**src/rtl/pipeline_pkg.sv**
```systemverilog
// Shared types for the pipeline sequencer: per-register control command and FSM state.
// Latency: n/a (types only).
// Backpressure: n/a.
package pipeline_pkg;

    // Command applied to one inter-stage pipeline register.
    typedef enum logic [1:0] {
        CONTINUE = 2'b00,
        STALL    = 2'b01,
        FLUSH    = 2'b10
    } pipeline_control_t;

    typedef enum logic [1:0] {
        BOOT     = 2'b00,
        RUN      = 2'b01,
        MEM_WAIT = 2'b10,
        FAULT    = 2'b11
    } ctrl_state_t;

endpackage

```
**src/rtl/pipe_ctrl_hazard_detect.sv**
```systemverilog
// Load-use hazard comparator between the decode sources and the execute-stage load.
// Latency: 0 cycles (purely combinational).
// Backpressure: none; the result feeds the sequencer's priority mux.
//
// Ports: dec_rs1_i/dec_rs2_i + dec_uses_rs*_i describe decode sources,
//        ex_rd_i/ex_is_load_i describe the execute instruction, load_use_o flags the hazard.
module pipe_ctrl_hazard_detect (
    input  logic [4:0] dec_rs1_i,
    input  logic [4:0] dec_rs2_i,
    input  logic       dec_uses_rs1_i,
    input  logic       dec_uses_rs2_i,
    input  logic [4:0] ex_rd_i,
    input  logic       ex_is_load_i,
    output logic       load_use_o
);

    logic rs1_hit;
    logic rs2_hit;

    assign rs1_hit = dec_uses_rs1_i && (dec_rs1_i == ex_rd_i);
    assign rs2_hit = dec_uses_rs2_i && (dec_rs2_i == ex_rd_i);

    // x0 is hard-wired to zero, so a load targeting it never creates a dependency.
    assign load_use_o = ex_is_load_i && (ex_rd_i != 5'd0) && (rs1_hit || rs2_hit);

endmodule

```
**src/rtl/pipeline_controller.sv**
```systemverilog
// Central five-stage pipeline sequencer: boot hold, mem/redirect/load-use/fetch arbitration, mem timeout fault.
// Latency: 0 cycles; control outputs are combinational from registered state and current inputs.
// Backpressure: memory not ready stalls fd/de/em and bubbles mw; fetch not ready flushes fd; FAULT freezes all.
//
// Ports: clk_i/rst_ni (async active-low); decode/execute/memory hazard inputs; pc_en_o and
//        fd/de/em/mw_ctrl_o commands; mem_timeout_o sticky fault; stall_cycles_o/redirect_count_o counters.
// Optional: PIPE_CTRL_PERF_EN enables the saturating performance counters (tied to 0 otherwise).
module pipeline_controller
    import pipeline_pkg::*;
#(
    parameter int unsigned BOOT_CYCLES = 2,
    parameter int unsigned MEM_TIMEOUT = 255,
    parameter int unsigned CNT_WIDTH   = 32
) (
    input  logic                 clk_i,
    input  logic                 rst_ni,
    input  logic [4:0]           dec_rs1_i,
    input  logic [4:0]           dec_rs2_i,
    input  logic                 dec_uses_rs1_i,
    input  logic                 dec_uses_rs2_i,
    input  logic [4:0]           ex_rd_i,
    input  logic                 ex_is_load_i,
    input  logic                 ex_redirect_i,
    input  logic                 mem_req_i,
    input  logic                 mem_ready_i,
    input  logic                 imem_ready_i,
    output logic                 pc_en_o,
    output pipeline_control_t    fd_ctrl_o,
    output pipeline_control_t    de_ctrl_o,
    output pipeline_control_t    em_ctrl_o,
    output pipeline_control_t    mw_ctrl_o,
    output logic                 mem_timeout_o,
    output logic [CNT_WIDTH-1:0] stall_cycles_o,
    output logic [CNT_WIDTH-1:0] redirect_count_o
);

    // With MEM_TIMEOUT=0 the wait counter just saturates at all-ones and never faults.
    localparam logic [31:0] WAIT_SAT = (MEM_TIMEOUT == 0) ? 32'hFFFF_FFFF : 32'(MEM_TIMEOUT);

    ctrl_state_t state_q;
    logic [31:0] boot_cnt_q;
    logic [31:0] wait_cnt_q;
    logic        load_use;
    logic        mem_stall;
    logic        boot_done;
    logic        running;

    pipe_ctrl_hazard_detect u_hazard (
        .dec_rs1_i      (dec_rs1_i),
        .dec_rs2_i      (dec_rs2_i),
        .dec_uses_rs1_i (dec_uses_rs1_i),
        .dec_uses_rs2_i (dec_uses_rs2_i),
        .ex_rd_i        (ex_rd_i),
        .ex_is_load_i   (ex_is_load_i),
        .load_use_o     (load_use)
    );

    assign mem_stall     = mem_req_i && !mem_ready_i;
    assign running       = (state_q == RUN) || (state_q == MEM_WAIT);
    assign mem_timeout_o = (state_q == FAULT);

    // The current BOOT cycle is the BOOT_CYCLES-th one when the post-increment count
    // reaches BOOT_CYCLES, so the pipeline is held for exactly BOOT_CYCLES cycles.
    assign boot_done = (boot_cnt_q + 32'd1) >= 32'(BOOT_CYCLES);

    // Fixed-priority command mux: memory stall > redirect > load-use > fetch wait.
    // A redirect seen during a memory stall is held by the stalled execute register
    // and naturally wins on the cycle the stall clears.
    always_comb begin
        pc_en_o   = 1'b0;
        fd_ctrl_o = FLUSH;
        de_ctrl_o = FLUSH;
        em_ctrl_o = FLUSH;
        mw_ctrl_o = FLUSH;
        case (state_q)
            BOOT: begin
            end
            FAULT: begin
                fd_ctrl_o = STALL;
                de_ctrl_o = STALL;
                em_ctrl_o = STALL;
                mw_ctrl_o = STALL;
            end
            default: begin
                if (mem_stall) begin
                    fd_ctrl_o = STALL;
                    de_ctrl_o = STALL;
                    em_ctrl_o = STALL;
                    mw_ctrl_o = FLUSH;
                end else if (ex_redirect_i) begin
                    pc_en_o   = 1'b1;
                    fd_ctrl_o = FLUSH;
                    de_ctrl_o = FLUSH;
                    em_ctrl_o = CONTINUE;
                    mw_ctrl_o = CONTINUE;
                end else if (load_use) begin
                    fd_ctrl_o = STALL;
                    de_ctrl_o = FLUSH;
                    em_ctrl_o = CONTINUE;
                    mw_ctrl_o = CONTINUE;
                end else if (!imem_ready_i) begin
                    fd_ctrl_o = FLUSH;
                    de_ctrl_o = CONTINUE;
                    em_ctrl_o = CONTINUE;
                    mw_ctrl_o = CONTINUE;
                end else begin
                    pc_en_o   = 1'b1;
                    fd_ctrl_o = CONTINUE;
                    de_ctrl_o = CONTINUE;
                    em_ctrl_o = CONTINUE;
                    mw_ctrl_o = CONTINUE;
                end
            end
        endcase
    end

    always_ff @(posedge clk_i or negedge rst_ni) begin
        if (!rst_ni) begin
            state_q    <= BOOT;
            boot_cnt_q <= '0;
            wait_cnt_q <= '0;
        end else begin
            case (state_q)
                BOOT: begin
                    if (boot_cnt_q < 32'(BOOT_CYCLES)) begin
                        boot_cnt_q <= boot_cnt_q + 32'd1;
                    end
                    if (boot_done && imem_ready_i) begin
                        state_q <= RUN;
                    end
                end
                RUN: begin
                    wait_cnt_q <= '0;
                    if (mem_stall) begin
                        state_q <= MEM_WAIT;
                    end
                end
                MEM_WAIT: begin
                    if (mem_ready_i) begin
                        state_q    <= RUN;
                        wait_cnt_q <= '0;
                    end else begin
                        if (wait_cnt_q != WAIT_SAT) begin
                            wait_cnt_q <= wait_cnt_q + 32'd1;
                        end
                        if ((MEM_TIMEOUT != 0) && ((wait_cnt_q + 32'd1) >= WAIT_SAT)) begin
                            state_q <= FAULT;
                        end
                    end
                end
                FAULT: begin
                    // Only reset leaves FAULT.
                end
                default: begin
                    state_q <= BOOT;
                end
            endcase
        end
    end

`ifdef PIPE_CTRL_PERF_EN
    logic [CNT_WIDTH-1:0] stall_cnt_q;
    logic [CNT_WIDTH-1:0] redir_cnt_q;
    logic                 redirect_fire;

    assign redirect_fire = running && !mem_stall && ex_redirect_i;

    always_ff @(posedge clk_i or negedge rst_ni) begin
        if (!rst_ni) begin
            stall_cnt_q <= '0;
            redir_cnt_q <= '0;
        end else begin
            if (running && !pc_en_o && (stall_cnt_q != '1)) begin
                stall_cnt_q <= stall_cnt_q + 1'b1;
            end
            if (redirect_fire && (redir_cnt_q != '1)) begin
                redir_cnt_q <= redir_cnt_q + 1'b1;
            end
        end
    end

    assign stall_cycles_o   = stall_cnt_q;
    assign redirect_count_o = redir_cnt_q;
`else
    logic unused_running;
    assign unused_running   = running;
    assign stall_cycles_o   = '0;
    assign redirect_count_o = '0;
`endif

endmodule

```
**config.mk**
```make
export PLATFORM = sky130hd
export DESIGN_NAME = pipeline_controller
export DESIGN_NICKNAME = d
export VERILOG_FILES = /design/src/rtl/pipeline_pkg.sv /design/src/rtl/pipe_ctrl_hazard_detect.sv /design/src/rtl/pipeline_controller.sv
export SDC_FILE = /design/constraint.sdc
export NUM_CORES = 1
export LEC_CHECK = 0
export CAP_MARGIN = 20
export CORE_ASPECT_RATIO = 1.75
export CORE_MARGIN = 8
export CORE_UTILIZATION = 30
export DETAILED_ROUTE_END_ITERATION = 12
export PLACE_DENSITY = 0.58
export SETUP_SLACK_MARGIN = 0.4
export SLEW_MARGIN = 15
export SYNTH_ARGS = -nofsm -noshare
export SYNTH_HDL_FRONTEND = slang
export SYNTH_SLANG_ARGS = --single-unit
```
**constraint.sdc**
```tcl
create_clock -name clk_i -period 3.5 [get_ports clk_i]
set_clock_uncertainty 0.1 [all_clocks]
set_input_delay 0.875 -clock clk_i [delete_from_list [all_inputs] [get_ports clk_i]]
set_output_delay 0.875 -clock clk_i [all_outputs]
set_load 0.005 [all_outputs]
```
==> results.ini <==
[synthesis]
yosys_warnings=0
ys_async_sr_fraction_pct=100.0
netlist_area_um2=4878
synth_seq_cells=66
syn_inst=582
ys_seq_area_share_pct=33.85
yosysUniqueCellTypes=72
syn_area_per_cell_um2=8.382
synth_enable_flop_cells=0
ys.flop_type=dfrtp_1

[final_layout]
n_antenna_cell=0
finalNonFillerCells=780
layout_commonest_cell=dfrtp_1
fin_nets=619
final-seq-area_um2=1652
area_growth_pct=13.29
multi_input_area_um2=2789
drive_gt1_share_pct=15.74
fin_util_pct=34.81
final_cell_mix=dfrtp_1 (66), conb_1 (64), o21ai_0 (45)
nFillCells=1621

[setup_path]
slowest_stage=or4_1
critPathLaunchType=primary input
crit_path_cell_trace=buf_8 > or4_1 > o221a_4 > buf_4 > buf_6 > a31o_4 > buf_6
crit_type=primary input to primary output
crit_path_frequent_cell=buf_6
arrival_ns=2.37
required_ns=2.52
cp-end-kind=primary output
reg2reg_depth=8
critPathMaxFanout=3
crit_path_max_incr_delay_ns=0.53

[detailed_routing]
drc=0
first_pass_iters=5
detail-route-antenna-nets=0
dr.first_iter.drc_count=314
route.final.wire_length_um=12650
avgRoutedWirePerCell_um=16.22
vias=4136
viasPerCell=5.303

[flow_run]
cap_violations=0

[sta]
rsz0062_at_grt=true
fin_crit_sh_pct=95.62
fin_crit_ns=3.347
fmax_mhz=298.8
finalHoldViolCount=0
slew_viol_final=0
final-setup-viol-count=0
tightest_slew_ns=0.5856
slew_headroom_pct=60.46

[status]
status=complete, no violations

[clocking]
path_clk_slew_ns=0.05
cts_buffers=9
worstSkewPairLatency_ns=0.34
cts_buffer_depth=2
cts.htree.levels=3
root_buffer=clkbuf_16
postCtsHoldBufs=0
tritoncts=yes
clock-sinks=66

[placed_design]
dp_hpwl_um=9199
gp_congestion=0.8520
placed_cells=758
placement.io_buffers=33

[global_route]
grt_pass1_vias=4086
grt-ovfl-total=0
grt.total_usage_pct=11.87
antenna_found_initial=0
grt_pass1_wl_um=19900
grt_max_degree=67

[die]
die_area_um2=20760
dieWidth_um=112.4
coreArea_um2=15880
pin_count=98
fp-row-count=61
fp.dieH_um=184.7
initial_core_util_pct=30.73

[min_path]
min_delay_path_depth=0
hp-class=flop to flop

[pwr]
power-per-cell-area_nw_per_um2=327.6
ir_worst_vdd_v=0.0002106
p_leak_uw=0.002393

## worst max-delay path, delay by kind of cell
| family | cells | cell delay [ns] |
|---|---|---|
| and+or+nand+nor | 1 | 0.53 |
| buffers and inverters | 4 | 0.46 |
| AOI/OAI and AO/OA | 2 | 0.51 |
## logic make-up (layout without fill, tap and decap cells)
family / Yosys count / count (layout) / share of synthesized area [%]
and+or+nand+nor: 221 / 221 / 24.85
DFF: 66 / 66 / 33.85
muxes: 14 / 14 / 3.103
adders and majority gates: 9 / 9 / 2.308
other: 1 / 64 / 0.07687
AOI/OAI and AO/OA: 107 / 107 / 14.80
buffers and inverters: 137 / 83 / 16.16
xor gates and xnor gates: 27 / 27 / 4.847
## what timing repair did
action | 4_1_cts | 5_1_grt
setup endpoints to repair | 9 | 6
buffers inserted | 2 | 4
gates resized for setup | 70 | 22
pin swaps | 13 | 10
## report_power, final
group          leakage, uW  switching, uW  internal (uW)
clock network     0.000153            339            622
logic              0.00133           51.4           33.6
registers         0.000912              0            764
total              0.00239            391           1420
## per-stage QoR
stage	hold WS [ns]	area (um^2)	setup TNS (ns)	total power (uW)	setup slack, ns
after detailed placement	0.3246	5075	-2.106	857.6	-0.6116
after global routing	0.3482	5527	0	1875	0.09295
after CTS	0.3383	5396	0	1823	0.2204
after global placement	0.3240	5075	-1.699	856.1	-0.4727
after floorplan	0.3648	5115	0	856.0	0.5569
final	0.3348	5527	0	1810	0.1535
## synthesized netlist by cell type (6+ instances only)
library cell | n | area share [%]
and3_1 | 19 | 2.4
buf_4 | 66 | 10
clkbuf_1 | 48 | 3.7
dfrtp_1 | 66 | 34
ha_1 | 9 | 2.3
inv_1 | 13 | 1.0
mux2i_1 | 8 | 1.6
nand2_1 | 31 | 2.4
nand2b_1 | 7 | 0.90
nand3_1 | 32 | 3.3
nand4_1 | 19 | 2.4
nor2_1 | 40 | 3.1
nor3_1 | 15 | 1.5
nor4_1 | 18 | 2.3
o21ai_0 | 48 | 4.9
o31ai_1 | 17 | 2.6
o41ai_1 | 9 | 1.6
or4_1 | 6 | 0.92
xnor2_1 | 12 | 2.2
xor2_1 | 15 | 2.7
## path summary, 6_finish.rpt
check                                                 from                         end  slack [ns]
worst min register to register  boot_cnt_q[31]$_DFFE_PN0P_  boot_cnt_q[31]$_DFFE_PN0P_        0.33
min in group asynchronous                           rst_ni  wait_cnt_q[13]$_DFFE_PN0P_        0.43
worst max register to register   wait_cnt_q[9]$_DFFE_PN0P_      state_q[0]$_DFFE_PN0P_        0.52
max in group asynchronous                           rst_ni   boot_cnt_q[0]$_DFFE_PN0P_        2.55
worst max-delay path                            ex_rd_i[2]                fd_ctrl_o[0]        0.15
worst min-delay path            boot_cnt_q[31]$_DFFE_PN0P_  boot_cnt_q[31]$_DFFE_PN0P_        0.33
## per-layer routing
metal / vias to the layer above / track usage (%) / share of wire (%)
li1: 1958 / - / -
met4: 0 / 7.763 / 4.6
met3: 41 / 2.064 / 3.5
met2: 137 / 22.59 / 55
met1: 2000 / 11.48 / 37
met5: - / 0 / 0
## layout make-up
class	count	area share [%]
Timing Repair Buffer	54	8.852
Clock buffer	11	4.211
Tap cell	189	4.279
Sequential cell	66	29.88
Clock inverter	5	1.426
Inverter	13	0.8830
Multi-Input combinational cell	442	50.46
## registers in the layout (all words and copies together), names as in the netlist
register	count
wait_cnt_q	32
boot_cnt_q	32
state_q	2
Note: power is estimated with default switching activity, not from simulation.
